[config.mk]
export PLATFORM = sky130hd
export DESIGN_NAME = pu_sequencer_flat
export DESIGN_NICKNAME = d
export VERILOG_FILES = /design/src/rtl/pu_sequencer_pkg.sv /design/src/rtl/pu_sequencer_if.sv /design/src/rtl/pu_sequencer_tag_pipe.sv /design/src/rtl/pu_sequencer.sv /design/src/flat_wrapper.sv
export SDC_FILE = /design/constraint.sdc
export NUM_CORES = 1
export LEC_CHECK = 0
export BUFFER_PORTS_ARGS = -buffer_cell sky130_fd_sc_hd__buf_2
export CAP_MARGIN = 20
export CORE_MARGIN = 10
export CORE_UTILIZATION = 40
export DETAILED_ROUTE_END_ITERATION = 16
export PLACE_DENSITY = 0.64
export SETUP_SLACK_MARGIN = 0.05
export SKIP_LAST_GASP = 1
export SLEW_MARGIN = 10
export SYNTH_ARGS = -nofsm -noshare
export SYNTH_HDL_FRONTEND = slang
export SYNTH_SLANG_ARGS = --single-unit
[constraint.sdc]
create_clock -name clk -period 2.6 [get_ports clk]
set_input_delay 0.13 -clock clk [delete_from_list [all_inputs] [get_ports clk]]
set_output_delay 0.13 -clock clk [all_outputs]
set_load 0.02 [all_outputs]
[src/rtl/pu_sequencer_pkg.sv]
// Shared definitions for the processing-unit sequencer: FSM encoding, tag
// field layout and the pipeline stage numbers derived from the read latency.
package pu_sequencer_pkg;

  typedef enum logic [1:0] {
    ST_IDLE  = 2'd0,
    ST_ISSUE = 2'd1,
    ST_DRAIN = 2'd2,
    ST_OUT   = 2'd3
  } state_e;

  localparam int TAG_W     = 3;
  localparam int TAG_LAST  = 0;
  localparam int TAG_FIRST = 1;
  localparam int TAG_VALID = 2;

  localparam int RD_LAT_DEF = 1;

  // Stage numbers count cycles after the issue cycle (stage 1 = one cycle later).
  function automatic int tree_stage(input int rd_lat);
    return rd_lat + 32'sd2;
  endfunction

  function automatic int cap_stage(input int rd_lat);
    return rd_lat + 32'sd3;
  endfunction

  localparam int TREE_STAGE = tree_stage(RD_LAT_DEF);
  localparam int CAP_STAGE  = cap_stage(RD_LAT_DEF);

endpackage

[src/rtl/pu_sequencer_if.sv]
// Result hand-off channel from the sequencer to the downstream consumer.
interface pu_sequencer_if;
  logic       out_valid;
  logic [7:0] out_data;
  logic       out_ready;

  modport master (output out_valid, output out_data, input out_ready);
  modport slave  (input out_valid, input out_data, output out_ready);
endinterface

[src/rtl/pu_sequencer_tag_pipe.sv]
// Tag shift register tracking each issued chunk through the datapath pipeline.
// The first-tag chain only needs to reach the tree stage, so it is shorter.
module pu_tag_pipe
  import pu_sequencer_pkg::*;
#(
  parameter int DEPTH = CAP_STAGE,
  parameter int TAP   = TREE_STAGE
) (
  input  logic             clk,
  input  logic             rst,
  input  logic [TAG_W-1:0] tag_in,
  output logic             first_hit,
  output logic             last_hit
);

  logic [DEPTH-1:0] valid_q, valid_d;
  logic [DEPTH-1:0] last_q, last_d;
  logic [TAP-1:0]   first_q, first_d;

  // Shift every chain by one stage per cycle.
  always_comb begin
    valid_d = {valid_q[DEPTH-2:0], tag_in[TAG_VALID]};
    last_d  = {last_q[DEPTH-2:0], tag_in[TAG_LAST]};
    first_d = {first_q[TAP-2:0], tag_in[TAG_FIRST]};
  end

  // Stage registers with asynchronous clear.
  always_ff @(posedge clk or negedge rst) begin
    if (!rst) begin
      valid_q <= '0;
      last_q  <= '0;
      first_q <= '0;
    end else begin
      valid_q <= valid_d;
      last_q  <= last_d;
      first_q <= first_d;
    end
  end

  assign first_hit = valid_q[TAP-1] & first_q[TAP-1];
  assign last_hit  = valid_q[DEPTH-1] & last_q[DEPTH-1];

endmodule

[src/rtl/pu_sequencer.sv]
// Issues the operand chunks of one neuron, strobes bias/clr into the datapath
// and hands the activated result downstream over valid/ready.
module pu_sequencer
  import pu_sequencer_pkg::*;
#(
  parameter int CNT_W  = 4,
  parameter int ADDR_W = 8,
  parameter int RD_LAT = RD_LAT_DEF
) (
  input  logic              clk,
  input  logic              rst,
  input  logic              start,
  input  logic [CNT_W-1:0]  num_chunks,
  input  logic [ADDR_W-1:0] base_addr,
  output logic              busy,
  output logic              mem_rd_en,
  output logic [ADDR_W-1:0] mem_addr,
  output logic              bias_sig,
  output logic              clr,
  input  logic [7:0]        result_in,
  pu_sequencer_if.master    out_if
);

  localparam int TREE_STG = tree_stage(RD_LAT);
  localparam int CAP_STG  = cap_stage(RD_LAT);

  state_e            state_q, state_d;
  logic [CNT_W-1:0]  num_q, num_d;
  logic [CNT_W-1:0]  idx_q, idx_d;
  logic [ADDR_W-1:0] addr_q, addr_d;
  logic              rd_en_q, rd_en_d;
  logic              first_q, first_d;
  logic              last_q, last_d;
  logic              busy_q, busy_d;
  logic              valid_q, valid_d;
  logic [7:0]        data_q, data_d;
  logic [TAG_W-1:0]  tag_s;
  logic              first_hit_s, last_hit_s;

  // Next-state and registered-output computation for the neuron sequence.
  always_comb begin
    state_d = state_q;
    num_d   = num_q;
    idx_d   = idx_q;
    addr_d  = addr_q;
    rd_en_d = rd_en_q;
    first_d = first_q;
    last_d  = last_q;
    valid_d = valid_q;
    data_d  = data_q;
    case (state_q)
      ST_IDLE: begin
        if (start && (num_chunks != '0)) begin
          state_d = ST_ISSUE;
          num_d   = num_chunks;
          idx_d   = '0;
          addr_d  = base_addr;
          rd_en_d = 1'b1;
          first_d = 1'b1;
          last_d  = (num_chunks == CNT_W'(1));
        end else begin
          state_d = ST_IDLE;
        end
      end
      ST_ISSUE: begin
        if (last_q) begin
          state_d = ST_DRAIN;
          rd_en_d = 1'b0;
          first_d = 1'b0;
          last_d  = 1'b0;
        end else begin
          idx_d   = idx_q + CNT_W'(1);
          addr_d  = addr_q + ADDR_W'(1);
          first_d = 1'b0;
          // Next issue is the last one when its index equals num-1.
          last_d  = ((idx_q + CNT_W'(2)) == num_q);
        end
      end
      ST_DRAIN: begin
        if (last_hit_s) begin
          state_d = ST_OUT;
          data_d  = result_in;
          valid_d = 1'b1;
        end else begin
          state_d = ST_DRAIN;
        end
      end
      ST_OUT: begin
        if (out_if.out_ready) begin
          state_d = ST_IDLE;
          valid_d = 1'b0;
        end else begin
          state_d = ST_OUT;
        end
      end
      default: begin
        state_d = ST_IDLE;
        rd_en_d = 1'b0;
        valid_d = 1'b0;
      end
    endcase
    busy_d = (state_d != ST_IDLE);
  end

  // FSM and output registers.
  always_ff @(posedge clk or negedge rst) begin
    if (!rst) begin
      state_q <= ST_IDLE;
      num_q   <= '0;
      idx_q   <= '0;
      addr_q  <= '0;
      rd_en_q <= 1'b0;
      first_q <= 1'b0;
      last_q  <= 1'b0;
      busy_q  <= 1'b0;
      valid_q <= 1'b0;
      data_q  <= 8'h00;
    end else begin
      state_q <= state_d;
      num_q   <= num_d;
      idx_q   <= idx_d;
      addr_q  <= addr_d;
      rd_en_q <= rd_en_d;
      first_q <= first_d;
      last_q  <= last_d;
      busy_q  <= busy_d;
      valid_q <= valid_d;
      data_q  <= data_d;
    end
  end

  assign tag_s = {rd_en_q, first_q, last_q};

  pu_tag_pipe #(
    .DEPTH (CAP_STG),
    .TAP   (TREE_STG)
  ) u_tag_pipe (
    .clk       (clk),
    .rst       (rst),
    .tag_in    (tag_s),
    .first_hit (first_hit_s),
    .last_hit  (last_hit_s)
  );

  assign busy             = busy_q;
  assign mem_rd_en        = rd_en_q;
  assign mem_addr         = addr_q;
  assign bias_sig         = first_hit_s;
  assign clr              = first_hit_s;
  assign out_if.out_valid = valid_q;
  assign out_if.out_data  = data_q;

endmodule

[src/flat_wrapper.sv]
// flat-port wrapper written by rule: the top's interface ports become plain ports
module pu_sequencer_flat import pu_sequencer_pkg::*;
#(
  parameter int CNT_W  = 4,
  parameter int ADDR_W = 8,
  parameter int RD_LAT = RD_LAT_DEF
)
  (clk, rst, start, num_chunks, base_addr, busy, mem_rd_en, mem_addr, bias_sig, clr, result_in, out_if_out_valid, out_if_out_data, out_if_out_ready);
  pu_sequencer_if out_if_i ();
  input  logic clk;
  input  logic rst;
  input  logic start;
  input  logic [CNT_W-1:0] num_chunks;
  input  logic [ADDR_W-1:0] base_addr;
  output logic busy;
  output logic mem_rd_en;
  output logic [ADDR_W-1:0] mem_addr;
  output logic bias_sig;
  output logic clr;
  input  logic [7:0] result_in;
  output wire logic [$bits(out_if_i.out_valid)-1:0] out_if_out_valid;
  output wire logic [$bits(out_if_i.out_data)-1:0] out_if_out_data;
  input wire logic [$bits(out_if_i.out_ready)-1:0] out_if_out_ready;
  assign out_if_out_valid = out_if_i.out_valid;
  assign out_if_out_data = out_if_i.out_data;
  assign out_if_i.out_ready = out_if_out_ready;
  pu_sequencer #(.CNT_W(CNT_W), .ADDR_W(ADDR_W), .RD_LAT(RD_LAT)) u_core (.clk(clk), .rst(rst), .start(start), .num_chunks(num_chunks), .base_addr(base_addr), .busy(busy), .mem_rd_en(mem_rd_en), .mem_addr(mem_addr), .bias_sig(bias_sig), .clr(clr), .result_in(result_in), .out_if(out_if_i));
endmodule
# Word level (Yosys, flattened, before mapping)
# Cells that the tools add are included.
# W data, S select, Z words.
# classes
bitwise	2
eq_ne	10
n_reduce_logical	12
n_addsub	3
muxes	21
# ops
cell	count
$mux W8	2
$pmux W8 S2	1
$reduce_and A3 Y1	3
$add A8 B1 Y8 const B	1
$mux W1	8
$mux W4	2
$pmux W1 S2	4
$pmux W2 S4	1
$pmux W4 S2	1
$ne A2 B1 Y1 const B	3
$reduce_and A2 Y1	3
$reduce_bool A2 Y1	3
$add A4 B1 Y4 const B	1
$add A4 B2 Y4 const B	1
$eq A2 B2 Y1 const B	2
$eq A4 B1 Y1 const B	1
$eq A4 B4 Y1	1
$mux W2	2
$ne A2 B2 Y1 const B	2
$reduce_bool A4 Y1	1
$and A1 B1 Y1	2
$eq A2 B1 Y1 const B	1
$logic_not A2 Y1	1
$logic_and A1 B1 Y1	1
# word_totals
input_bits	24
output_inout_bits	21
reg_bits	42

# Depth between registers and ports, before layout
# logic_depth
ltp_word	5
depth_mapped	7

# Cells and area by module
# From an unflattened synthesis, not the netlist that was laid out.
# unflattened
cells_unflattened	154
area_unflattened_um2	1813.0
# modules_own_cells
module	cells_per_inst	instances	area_each_um2
pu_sequencer	141	1	1525.2
pu_tag_pipe	13	1	287.8

# Worst setup path after synthesis
# OpenSTA, ideal clock, no wires.
# synth_path
kind	reg2reg
start	register u_core.addr_q[2] (netlist: u_core.mem_addr[2])
end	register u_core.addr_q[7] (netlist: u_core.mem_addr[7])
t_arrival_ps	1375
path_slack_ps	1145
required_ps	2521
period_less_slack_ps	1455
stages_incl_launch_ff	5
setup_time_ps	79
cell_sequence	dfrtp_1 nand3_1 or3_1 a21oi_1 a2bb2oi_1
# synth_via
elab_chain_cells	3
# synth_rtl
item	line_no	text
from (decl)	pu_sequencer.sv:30	logic [ADDR_W-1:0] addr_q, addr_d;
from (signal assigned)	pu_sequencer.sv:122	addr_q <= addr_d;
$add A8 B1 Y8	pu_sequencer.sv:73	addr_d = addr_q + ADDR_W'(1);
$mux W8	pu_sequencer.sv:66	if (last_q) begin
$pmux W8 S2	pu_sequencer.sv:51	case (state_q)
# Every way passes these cells. The select of a mux whose other input is x is not followed.
# A chain may end at the register's enable or synchronous reset.

# Worst setup path in the final report
# layout_path
start	register u_core.state_q[1]
end	register u_core.addr_q[2] (netlist: u_core.mem_addr[2])
# layout_via
elab_chain_cells	3
word_cells_on_any_way	7
classes_between	3 x eq/ne; 1 x mux; 3 x reduce/logical
# layout_rtl
item	line_no	text
from (decl)	pu_sequencer.sv:27	state_e state_q, state_d;
from (signal assigned)	pu_sequencer.sv:119	state_q <= state_d;
$eq A2 B1 Y1 / $logic_not A2 Y1 (equally long branches)	pu_sequencer.sv:51	
$ne A2 B2 Y1 (no source line), or another cell as far along	n/a	
$reduce_and A3 Y1 (no source line)	n/a	
# Several ways; a longest one is shown, not always the timed one.

==> impl_metrics.toml <==
[drt]
drt_pre_antenna_iters = 4
vias = 1324
drtAntennaViolNets = 0
drtIter0Drc = 51
post-route-drc-count = 0
wl_per_cell_um = 15.0
vias_per_cell = 5.19
drt_wl_total_um = 3820

[clocking]
cts_tree = "done"
cts.sinks = 42
ctsHoldBuffers = 0
insertion_delay_ps = 290
clk_path_buf_depth = 2
clk_transition_reported_paths_ps = 80
htree_levels = 2
clock-root-buffer = "clkbuf_8"
numCtsBuffers = 5
cts_resized = 0
cts_setup_buffers = 0

[synth]
synth_nets = 182
yosys.area_share.simple = 0.135
synth.most_common_cell = "dfrtp_1"
ys.flop_type = "dfrtp_1"
synthTopCellsByCount = "42 x dfrtp_1, 27 x nand2_1, 12 x a21oi_1"
synth_edf_count = 0
ys_seq_area_frac = 0.589
synth_top_family_by_area = "compound AO/OA/AOI/OAI gates"
synth_warnings = 0
avgSynthCellArea_um2 = 11.5
synth.distinct_cells = 36
syn_area_um2 = 1780
synth-seq-cells = 42
synth.top_cell.area_share = 0.589
syn_inst = 155
yosysTopAreaCell = "dfrtp_1"
synthArstFlopShare = 1.00
synth_mux_area_frac = 0.0561
synth_area_leaders = "dfrtp_1 59%, nand2_1 5.7%, mux2_2 5.1%"
synth_compound_area_frac = 0.138
synth_xor_area_frac = 0.0344
synth_fa_ha_area_frac = 0.0211

[finish]
nFillCells = 424
drive_above_1_share = 0.330
utilization = 0.493
final_cells = 255
nNetsFinal = 229
synthToLayoutAreaGrowth_pct = 19.5
n_antenna_cell = 0

[critical_path]
slowest_stage = "dfrtp_1"
worst_setup_path_start_kind = "flop"
path_cells = "nor3b_2 -> buf_4 -> a21o_1 -> o21ai_0 -> a22oi_2"
arrival_ps = 1930
critPathMaxStageDelay_ps = 500
crit_fanout = 15
critPathRequiredTime_ps = 2820
worstSetupPathType = "flop to flop"
endpoint_kind = "flop"

[floorplanning]
rows = 24
coreArea_um2 = 4320
dieArea_um2 = 7530
die_w_um = 86.8
floorplan.initialDensity = 0.412
die_y_um = 86.8
ios = 45

[job]
cap_violations = 0

[global_route]
grt_max_degree = 43
grt_usage = 0.107
antenna_found_initial = 0
grt_pass1_wl_um = 6530
overflow = 0
grt_pass1_vias = 1378

[pwr]
p_leak_uw = 0.00100
power_density_nw_per_um2 = 1260
p_sw_frac = 0.409
p_comb_frac = 0.410
peakVddDrop_mv = 0.563
clock_power_share = 0.150
seqPwrFrac = 0.440
switchingPower_uw = 1100
cellInternalPower_uw = 1590
power_uw = 2690

[timing]
fin_crit_sh = 0.658
whs_ps = -34.1
fmax_ghz = 0.585
fin_skew_ps = 8.10
report.final.slew_viol_count = 0
worst_pin_slew_ps = 905
rsz0062_at_grt = "no"
min_period_ps = 1710
finalHoldViolations = 42
finalSetupViolCount = 0
setup_tns_ps = 0
slew_headroom = 0.397

[placement]
portBuffers = 44
placed_cells = 247
dp_hpwl_um = 2850
gp_congestion = 0.783

[outcome]
status = "complete, but fails checks"
violations = "negative hold slack"

[hold_path]
hold_class = "primary input to asynchronous set/reset pin"
per-stage QoR:
step                      hold WS [ps]  area, µm²  worst slack [ps]
final                            -34.1       2130               890
after global routing              42.4       2130               735
after CTS                        0.702       2130               899
after detailed placement           323       2040               919
after global placement             318       2040               935
after floorplan                   -166       1780              1150
logic make-up (layout without fill, tap and decap cells):
logic type,count (synthesis),after routing
mux,9,9
simple gates,48,48
fa+ha+maj,3,3
flops,42,42
xor+xnor,7,7
compound gates,38,38
buf+inv,8,56
area by class of cell:
class                      count  area [µm²]  share of cell area
inverter                       2        7.51             0.00352
sequential                    42        1050               0.493
multi-input combinational    105         686               0.322
timing repair buffer          46         235               0.110
clock inverter                 2        13.8             0.00646
clock buffer                   6        72.6              0.0341
tap                           52        65.1              0.0305
final timing paths:
path                                              start                            to  slack, ps  cells past startpoint
hold reg to reg            u_core.u_tag_pipe.valid_q[1]  u_core.u_tag_pipe.valid_q[2]        350                      0
max in group asynchronous                           rst               u_core.idx_q[0]       2070                      1
setup reg to reg                      u_core.state_q[1]            u_core.mem_addr[2]        890                      5
min in group clk                           result_in[6]     u_core.out_if.out_data[6]         70                      2
setup / recovery                      u_core.state_q[1]            u_core.mem_addr[2]        890                      5
hold / removal                                      rst  u_core.u_tag_pipe.valid_q[0]        -30                      1
power by group through the flow:
| stage | clock, µW | sequential (µW) | combinational [µW] |
|---|---|---|---|
| floorplan | 0 | 1300 | 677 |
| global placement | 0 | 1190 | 1100 |
| detailed placement | 0 | 1190 | 1120 |
| CTS | 423 | 1190 | 1120 |
| global route | 452 | 1230 | 1250 |
| finish | 403 | 1180 | 1100 |
sequential cells by signal, summed over array words and instances (netlist names):
| signal | flops |
|---|---|
| u_core.u_tag_pipe.last_q | 4 |
| u_core.u_tag_pipe.valid_q | 4 |
| u_core.u_tag_pipe.first_q | 3 |
| u_core.out_if.out_data | 8 |
| u_core.mem_addr | 8 |
| u_core.first_q | 1 |
| u_core.last_q | 1 |
| u_core.num_q | 4 |
| u_core.idx_q | 4 |
| u_core.state_q | 2 |
| u_core.mem_rd_en | 1 |
| u_core.busy | 1 |
| u_core.out_if.out_valid | 1 |
critical path, delay by kind of cell (launching register included):
| family | cells | cell delay, ps |
|---|---|---|
| compound gates | 3 | 750 |
| buf+inv | 1 | 180 |
| flops | 1 | 500 |
| simple gates | 1 | 210 |
cells in the final DEF (no fill, tap or decap), drive strengths merged, types with 2 or more instances in the layout:
cell and count:
a21oi 13, a31oi 2, nand2 27, a22o 4, clkbuf 6, ha 3
buf 46, nand3 8, o22ai 3, mux2 8, clkinv 2, o21ai 8
xnor2 3, nor3b 2, xor2 4, or3 3, inv 2, dfrtp 42
layer usage:
metal	wire, µm	global-route usage
met3	319	0.0497
met4	65	0.0398
met2	1720	0.161
met1	1710	0.130
met5	0	0
Note: power is estimated with default switching activity, not from simulation.
